[config.mk]
export PLATFORM = sky130hd
export DESIGN_NAME = detect_rate_monitor
export DESIGN_NICKNAME = d
export VERILOG_FILES = /design/src/rtl/detect_rate_monitor.sv
export SDC_FILE = /design/constraint.sdc
export NUM_CORES = 1
export LEC_CHECK = 0
export ABC_AREA = 1
export BUFFER_PORTS_ARGS = -buffer_cell sky130_fd_sc_hd__buf_2
export CAP_MARGIN = 0
export CORE_MARGIN = 2
export CORE_UTILIZATION = 33
export CTS_CLUSTER_SIZE = 8
export DETAILED_ROUTE_END_ITERATION = 8
export HOLD_SLACK_MARGIN = 0.12
export PLACE_DENSITY_LB_ADDON = 0.1
export SLEW_MARGIN = 0
export SYNTH_ARGS = -nofsm -noshare
export SYNTH_HDL_FRONTEND = slang
export SYNTH_SLANG_ARGS = --single-unit
[constraint.sdc]
create_clock -name clk -period 4.15 [get_ports clk]
set_clock_uncertainty 0.2 [all_clocks]
set_input_delay 0.6225 -clock clk [delete_from_list [all_inputs] [get_ports clk]]
set_output_delay 0.6225 -clock clk [all_outputs]
set_load 0.02 [all_outputs]
[src/rtl/detect_rate_monitor.sv]
// Counts detector hits per programmable window, plus a saturating running total with sticky alarm/overflow.
// Latency: win_count/win_done one cycle after the last window sample. No backpressure; det is sampled every COUNT cycle.
module detect_rate_monitor #(
    parameter int CNT_WIDTH = 8,
    parameter int WIN_WIDTH = 16
) (
    input  logic                 clk,
    input  logic                 rst,
    input  logic                 enable,
    input  logic                 det,
    input  logic [WIN_WIDTH-1:0] win_len,
    input  logic [CNT_WIDTH-1:0] threshold,
    input  logic                 clear,
    output logic [CNT_WIDTH-1:0] win_count,
    output logic                 win_done,
    output logic [CNT_WIDTH-1:0] total_count,
    output logic                 alarm,
    output logic                 overflow
);

    typedef enum logic {IDLE, COUNT} state_t;

    localparam logic [CNT_WIDTH-1:0] CNT_MAX = '1;

    state_t                 state;
    logic [WIN_WIDTH-1:0]   timer;
    logic [CNT_WIDTH-1:0]   acc;

    logic                   samp;
    logic                   hit;
    logic                   win_end;
    logic                   alarm_set;
    logic                   ovf_set;
    logic [CNT_WIDTH-1:0]   acc_next;
    logic [CNT_WIDTH-1:0]   total_next;

    always_comb begin
        samp       = (state == COUNT) && enable;
        hit        = samp && det;
        acc_next   = (hit && acc != CNT_MAX) ? acc + CNT_WIDTH'(1) : acc;
        win_end    = samp && (timer == WIN_WIDTH'(1));
        alarm_set  = win_end && (threshold != '0) && (acc_next >= threshold);
        ovf_set    = hit && (total_count == CNT_MAX);
        // Clear and a same-cycle hit: the hit survives as a count of one.
        total_next = clear ? '0 : total_count;
        if (hit && total_next != CNT_MAX) begin
            total_next = total_next + CNT_WIDTH'(1);
        end
    end

    always_ff @(posedge clk) begin
        if (rst) begin
            state       <= IDLE;
            timer       <= '0;
            acc         <= '0;
            win_count   <= '0;
            win_done    <= 1'b0;
            total_count <= '0;
            alarm       <= 1'b0;
            overflow    <= 1'b0;
        end else begin
            win_done    <= 1'b0;
            total_count <= total_next;
            alarm       <= (clear ? 1'b0 : alarm) | alarm_set;
            overflow    <= (clear ? 1'b0 : overflow) | ovf_set;

            case (state)
                IDLE: begin
                    if (enable && win_len != '0) begin
                        state <= COUNT;
                        timer <= win_len;
                        acc   <= '0;
                    end
                end
                COUNT: begin
                    if (!enable) begin
                        state <= IDLE;
                        timer <= '0;
                        acc   <= '0;
                    end else if (win_end) begin
                        win_count <= acc_next;
                        win_done  <= 1'b1;
                        acc       <= '0;
                        // Back-to-back windows: reload without a gap cycle.
                        if (win_len != '0) begin
                            timer <= win_len;
                        end else begin
                            state <= IDLE;
                            timer <= '0;
                        end
                    end else begin
                        timer <= timer - WIN_WIDTH'(1);
                        acc   <= acc_next;
                    end
                end
                default: begin
                    state <= IDLE;
                    timer <= '0;
                    acc   <= '0;
                end
            endcase
        end
    end

endmodule

; Word level (Yosys, flattened, before mapping)
; Cells that the tools add are included.
[op_classes]
addsub = 3
mul = 0
n_div = 0
n_lt_le_gt_ge = 1
n_eq_ne = 5
shift = 0
muxes = 20
bitwise_logic = 4
reduce_logical = 13
[ops]
columns = op, count
row1 = $mux 16, 4
row2 = $mux 8, 6
row3 = $pmux 16 s2, 1
row4 = $add 8x1->8 const B, 2
row5 = $eq 16x1->1 const B, 1
row6 = $ne 8x8->1 const B, 2
row7 = $pmux 8 s2, 1
row8 = $reduce_bool 16->1, 1
row9 = $sub 16x1->16 const B, 1
row10 = $logic_and 1x1->1, 9
row11 = $eq 8x8->1 const B, 1
row12 = $ge 8x8->1, 1
row13 = $reduce_bool 8->1, 1
row14 = $mux 1, 7
row15 = $reduce_and 3->1, 1
row16 = $reduce_or 3->1, 1
row17 = $ne 2x2->1 const B, 1
row18 = $not 1->1, 2
row19 = $or 1x1->1, 2
row20 = $pmux 1 s2, 1
[word_totals]
reg_bits = 44
latchBits = 0
ram_bits = 0
rom_bits = 0
out_inout_bits = 19
wordCells = 54
n_memories = 0

; Longest topological paths before layout
; Gate-level depths: netlist of the first run.
[logic_depth]
word_depth = 7
mapped_depth = 17
depth_no_buf = 17

; Worst setup path before layout of the first run
; No wires, ideal clock.
[synth_timing]
kind = input to register
startpoint = in det
endpoint = reg alarm
arrival_ns = 1.906
slack_ns = 1.913
cell_stages = 15
path_buffers = 0
path_cell_list = inv_1 nor2_8 nand2_4 clkinv_4 nand2_2 and2_4 ha_1 nand2_1 inv_1 o21ai_0 nand2_1 nand2_1 nand3_1 nand2_1 a21oi_2
[synth_via]
elab_chain_len = 6
[synth_lines]
columns = element, line_no
row1 = start: declaration, 10  ; input logic det,
row2 = $logic_and 1x1->1, 39  ; hit = samp && det;
row3 = $logic_and 1x1->1, 40  ; acc_next = (hit && acc != CNT_MAX) ? acc + CNT_WIDTH'(1) : acc;
row4 = $mux 8, 40
row5 = via acc_next[3], 34  ; logic [CNT_WIDTH-1:0] acc_next;
row6 = $ge 8x8->1, 42  ; alarm_set = win_end && (threshold != '0) && (acc_next >= threshold);
row7 = $logic_and 1x1->1, 42
row8 = $or 1x1->1, 64  ; alarm <= (clear ? 1'b0 : alarm) | alarm_set;
row9 = end signal: assignment, 64
row10 = end: declaration, 17  ; output logic alarm,
; The timed path passes the listed nets, and every way through them passes these cells.
; A chain may end at the register's enable or synchronous reset.

; Final worst setup path of the first run
[layout_timing]
startpoint = reg acc[0]
endpoint = reg alarm
[layout_via]
elab_chain_len = 6
[layout_lines]
columns = element, line_no
row1 = start: declaration, 27  ; logic [CNT_WIDTH-1:0] acc;
row2 = start signal: assignment, 93  ; acc <= acc_next;
row3 = "parallel branches: the longest is 2 deep, another holds $add 8x1->8", -
row4 = $mux 8 (*), 40
row5 = via acc_next[1], 34
row6 = $ge 8x8->1 (*), 42
row7 = $logic_and 1x1->1 (*), 42
row8 = $or 1x1->1 (*), 64
; Mark *: on every way through the listed nets, which the timed path passes.

==> flow_summary_export.csv, run 1 <==
group,metric,value,unit
status,outcome,"finished, final reports clean",
clock_tree,cts_buffer_depth,2,
clock_tree,cts_tree,"built",
global_route,antenna_found_initial,0,
clock_tree,cts_setup_buffers,0,
setup_path,r2r-start,"acc[0]",
setup_path,critPathLaunchType,"register",
floorplanning,core.rowCount,35,
power,fin_total_pwr,0.000943,W
yosys,async_flop_share,0,
layout,finalNonFillerCells,677,
yosys,yosysTopAreaCellShare,0.277,
yosys,netlist_area,0.00318,mm2
global_route,grt_usage,0.174,
yosys,synth_warnings,0,
floorplanning,io_pins,48,
sta,rsz0062_at_grt,"no",
clock_tree,cts_resized,0,
run,cap_violations,0,
layout,nNetsFinal,587,
clock_tree,insertion_delay,0.29,ns
clock_tree,clk_pin_slew_worst_paths,0.09,ns
placement,gp_congestion,0.866,
setup_path,startpoint,"acc[0]",
setup_path,arrival,2.47,ns
floorplanning,dieArea,0.0104,mm2
yosys,synth.area.top_cells,"dfxtp_1 (28%), nand2_1 (17%), nor2_1 (7.0%), inv_1 (6.3%), nand3_1 (6.0%)",
clock_tree,cts.htree.levels,2,
setup_path,required,4.13,ns
power,vdd_drop_max,0.000124,V
sta,final.period_utilization,0.601,
layout,drive_gt1_frac,0.176,
setup_path,worst-setup-path-type,"reg -> reg",
yosys,syn-num-nets,546,
drt,drt_iter0_markers,117,
layout,fin_area,0.00359,mm2
drt,firstDrtPassIters,4,
yosys,synth.most_common_cell,"nand2_1",
yosys,yosysSeqAreaShare,0.277,
drt,num_vias,3233,
global_route,grt-ovfl-total,0,
global_route,grt_pass1_wl,14400,um
placement,place.detailed.hpwl,6390,um
placement,dp_cells,668,
layout,area_growth,12.7,%
setup_path,endpoint,"alarm",
yosys,yosys.area.top_type,"dfxtp_1",
clock_tree,cts_hold_buf,0,
sta,finalMaxSlewViolations,0,
power,p_leak,1.71,nW
yosys,ys_types,36,
setup_path,end_kind,"register",
power,powerDensity,263,mW/mm2
yosys,synth-edff-count,0,
sta,relSlewSlack,0.410,
placement,placed_cell_area,0.00349,mm2
drt,drt-total-wl,8600,um
floorplanning,fp.coreArea,0.00928,mm2
clock_tree,cts_buffers,5,
sta,period_minus_slack,2.49,ns
yosys,ys_ff_latch,44,
setup_path,reg2reg_depth,17,
floorplanning,start_util,0.343,
drt,viasPerCell,4.78,
yosys,syn_inst,505,
clock_tree,cts.sinks,44,
yosys,syn_area_per_cell,6.30,um2
hold_path,hp-start,"alarm",
sta,tightest_slew,0.884,ns
drt,drtAntennaViolNets,0,
placement,port_buffers,47,
sta,setup_viol,0,
global_route,grt_pass1_vias,2941,
drt,drc_errors,0,
yosys,synthTopCellsByCount,"nand2_1 (148), nor2_1 (59), inv_1 (53)",
sta,finalHoldViolations,0,
floorplanning,die_h,102,um
sta,clock.fmax,0.401,GHz
clock_tree,clockRootBuffer,"clkbuf_8",
sta,finalSetupTns,0,ns
floorplanning,die_x,102,um
global_route,grt_max_degree,28,
hold_path,hold_class,"reg -> reg",
yosys,synthFlopType,"dfxtp_1",
setup_path,path_max_fanout,7,
setup_path,r2r_slack,1.66,ns
drt,routedWlPerCell,12.7,um
setup_path,r2r-end,"alarm",
flip-flops by register name (all words and copies together), names as in the netlist:
name and flops:
alarm 1, total_count 8, overflow 1, win_count 8, timer 16, win_done 1
state 1, acc 8
worst min-delay path by stage:
| stage | to | slack, ns | depth (start not counted) |
|---|---|---|---|
| CTS | overflow | 0.29 | 2 |
| floorplan | acc[7] | 0.27 | 2 |
| global placement | overflow | 0.27 | 2 |
| global route | overflow | 0.32 | 2 |
| finish | alarm | 0.29 | 2 |
| detailed placement | overflow | 0.28 | 2 |
critical path, cell delays in order, from the launching register on:
cell,delay (ns)
dfxtp_1,0.38
ha_1,0.20
nand2_1,0.11
nor2_2,0.16
nand3_2,0.13
nand2_4,0.13
clkinv_4,0.08
nand2_2,0.06
nand2_2,0.07
ha_1,0.30
inv_1,0.06
nor2_1,0.03
o21ai_0,0.13
nand2_1,0.07
nand2_1,0.06
nand3_1,0.07
nand2_1,0.09
a21oi_2,0.05
final cells by class:
type	instances	area, um2
flip-flops and latches	44	881
multi-input cells	387	1970
diodes	1	2.50
well taps	129	161
clock buffers	8	90.1
fillers	1015	5700
inverters	60	234
repair buffers	48	243
kinds of logic after synthesis:
logic type / Yosys count / synth area share
flops: 44 / 0.277
compound gates: 79 / 0.142
fa+ha+maj: 12 / 0.0472
xor+xnor: 10 / 0.0275
simple gates: 286 / 0.403
buf+inv: 74 / 0.103
placed cells by master, fill, tap and decap left out, types with 2 or more instances in the layout:
| cell | Yosys | final |
|---|---|---|
| a21boi_0 | 2 | 2 |
| a21boi_1 | 4 | 4 |
| a21oi_1 | 26 | 26 |
| a21oi_2 | 10 | 10 |
| buf_2 | 6 | 47 |
| clkbuf_1 | 4 | 2 |
| clkbuf_8 | 1 | 6 |
| dfxtp_1 | 44 | 44 |
| ha_1 | 12 | 12 |
| inv_1 | 53 | 53 |
| inv_2 | 4 | 4 |
| nand2_1 | 148 | 148 |
| nand2_2 | 6 | 6 |
| nand2_4 | 3 | 3 |
| nand3_1 | 38 | 38 |
| nand3b_1 | 3 | 3 |
| nand4_1 | 8 | 8 |
| nor2_1 | 59 | 59 |
| nor2_2 | 8 | 8 |
| nor2_4 | 3 | 3 |
| nor3_1 | 4 | 4 |
| o21ai_0 | 35 | 35 |
| xnor2_1 | 5 | 5 |
| xor2_1 | 5 | 5 |
metrics by stage:
stage	hold slack, ns	setup WS, ns	util
6_report	0.286	1.66	0.386
5_1_grt	0.322	1.39	0.386
4_1_cts	0.289	1.66	0.386
3_5_place_dp	0.275	1.60	0.376
3_3_place_gp	0.274	1.65	0.376
2_1_floorplan	0.271	1.91	-
power breakdown:
part           leakage [nW]  internal, W  switching, W
Clock                0.0455     0.000136      0.000150
Combinational          1.31    0.0000693      0.000133
Sequential            0.359     0.000437     0.0000171
per-layer routing:
layer / vias to the layer above / GRT usage / wire length, um
li1: 1696 / - / -
met1: 1481 / 0.255 / 4570
met2: 50 / 0.264 / 3630
met3: 6 / 0.0301 / 298
met4: 0 / 0.0431 / 97
met5: - / 0 / 0
(Power assumes the default switching activity.)
==> run 2, diff against run 1 <==
==> constraint.sdc (replaced) <==
create_clock -name clk -period 2.5 [get_ports clk]
set_clock_uncertainty 0.2 [all_clocks]
set_input_delay 0.375 -clock clk [delete_from_list [all_inputs] [get_ports clk]]
set_output_delay 0.375 -clock clk [all_outputs]
set_load 0.02 [all_outputs]
==> flow_summary_export.csv, run 2 (same netlist as run 1, synthesis figures left out) <==
group,metric,value,unit
sta,setup_viol,0,
setup_path,crit_slowest_cell,"dfxtp_2",
drt,top_layer_used,"met4",
layout,area_growth,16.5,%
drt,viasPerCell,4.74,
global_route,grt_max_degree,23,
sta,clock.fmax,0.422,GHz
layout,final_common_cell,"nand2_1",
layout,nNetsFinal,598,
layout,drive_gt1_frac,0.206,
clock_tree,clockRootBuffer,"clkbuf_8",
clock_tree,cts_buffer_depth,2,
hold_path,hold_class,"in -> reg",
layout,layout_common_cells,"nand2_1 (146), nor2_1 (58), inv_1 (53), buf_2 (47), dfxtp_1 (42)",
layout,finalNonFillerCells,687,
global_route,grt_pass1_wl,14200,um
placement,gp_congestion,0.868,
layout,fin_area,0.00371,mm2
setup_path,end_kind,"register",
sta,finalWorstSetupSlack,0.131,ns
layout,antenna_cells,0,
drt,drt_iter0_markers,140,
drt,drt-met1-wl,4500,um
clock_tree,cts_hold_buf,0,
drt,routedWlPerCell,12.4,um
layout,largest_reg_flops,16,
floorplanning,die_x,102,um
drt,wl_met3,356,um
sta,finalHoldViolations,0,
clock_tree,cts.htree.levels,2,
clock_tree,cts_buffers,5,
layout,regMostFlops,"timer",
placement,place_ws,0.0842,ns
setup_path,worst-setup-path-type,"reg -> reg",
setup_path,arrival,2.36,ns
clock_tree,cts_tree,"built",
drt,wl_met2,3640,um
drt,drtAntennaViolNets,0,
setup_path,cp_slowest_stage_delay,0.36,ns
drt,num_vias,3259,
drt,firstDrtPassIters,5,
setup_path,critPathLaunchType,"register",
setup_path,reg2reg_depth,14,
sta,period_minus_slack,2.37,ns
clock_tree,clk_pin_slew_worst_paths,0.09,ns
power,powerDensity,425,mW/mm2
setup_path,path_max_fanout,7,
setup_path,crit_chain,"ha_2 -> nand2_2 -> nor2_2 -> nand3_2 -> nand2_4 -> nand2_1 -> and2_4 -> ha_1 -> a21oi_1 -> nand2_1 -> nand2_1 -> nand3_1 -> nand2_1 -> a21oi_2",
floorplanning,fp.coreArea,0.00928,mm2
placement,dp_cells,675,
floorplanning,die_h,102,um
clock_tree,cts.sinks,44,
drt,drc_errors,0,
sta,relSlewSlack,0.716,
sta,tightest_slew,0.425,ns
global_route,grt_usage,0.172,
drt,drt-total-wl,8540,um
global_route,grt-ovfl-total,0,
floorplanning,core.rowCount,35,
sta,final.period_utilization,0.948,
power,p_leak,1.78,nW
placement,port_buffers,47,
global_route,grt_pass1_vias,2928,
clock_tree,insertion_delay,0.29,ns
status,outcome,"finished, final reports clean",
floorplanning,start_util,0.343,
floorplanning,io_pins,48,
placement,place.detailed.hpwl,6550,um
run,cap_violations,0,
setup_path,required,2.49,ns
placement,placed_cell_area,0.00357,mm2
hold_path,holdPathStages,3,
setup_path,crit_path_frequent_cell,"nand2_1",
sta,finalMaxSlewViolations,0,
global_route,antenna_found_initial,0,
floorplanning,dieArea,0.0104,mm2
power,vdd_drop_max,0.000195,V
run 2: what timing repair did:
action | in CTS | in global routing
endpoints found under the setup margin | 0 | 1
gates resized for setup | 0 | 7
buffers inserted | 0 | 4
run 2: worst paths after layout:
kind                            startpoint        to  slack [ns]
worst min register to register    overflow  overflow        0.28
worst max-delay path                acc[1]     alarm        0.13
worst min-delay path            win_len[5]  timer[5]        0.22
worst max register to register      acc[1]     alarm        0.13
run 2: cell type report:
| class | instances | area (um2) |
|---|---|---|
| fillers | 1041 | 5580 |
| multi-input cells | 387 | 1980 |
| flip-flops and latches | 44 | 883 |
| repair buffers | 59 | 350 |
| inverters | 60 | 234 |
| well taps | 129 | 161 |
| clock buffers | 6 | 82.6 |
| clock inverters | 2 | 10.0 |
run 2: layer usage:
metal  global-route usage  up-vias
li1                     -     1718
met1                0.261     1473
met2                0.258       64
met3               0.0274        4
met4               0.0318        0
met5                    0        -
run 2: stage by stage:
stage	util	setup TNS (ns)	total power [W]	hold WS (ns)
after floorplan	-	0	0.00101	0.271
after global placement	0.385	0	0.00111	0.278
after detailed placement	0.385	0	0.00112	0.265
after CTS	0.395	0	0.00159	0.204
after global routing	0.399	-0.0301	0.00168	0.236
final	0.399	0	0.00157	0.222
run 2: critical path, delay by kind of cell, from the launching register on:
family	cells	cell delay, ns
simple gates	10	1.02
compound gates	2	0.22
fa+ha+maj	2	0.47
flops	1	0.36
run 2: power breakdown:
| group | internal (W) | switching (W) |
|---|---|---|
| Sequential | 0.000725 | 0.0000256 |
| Clock | 0.000221 | 0.000250 |
| Combinational | 0.000124 | 0.000228 |
| Total | 0.00107 | 0.000503 |
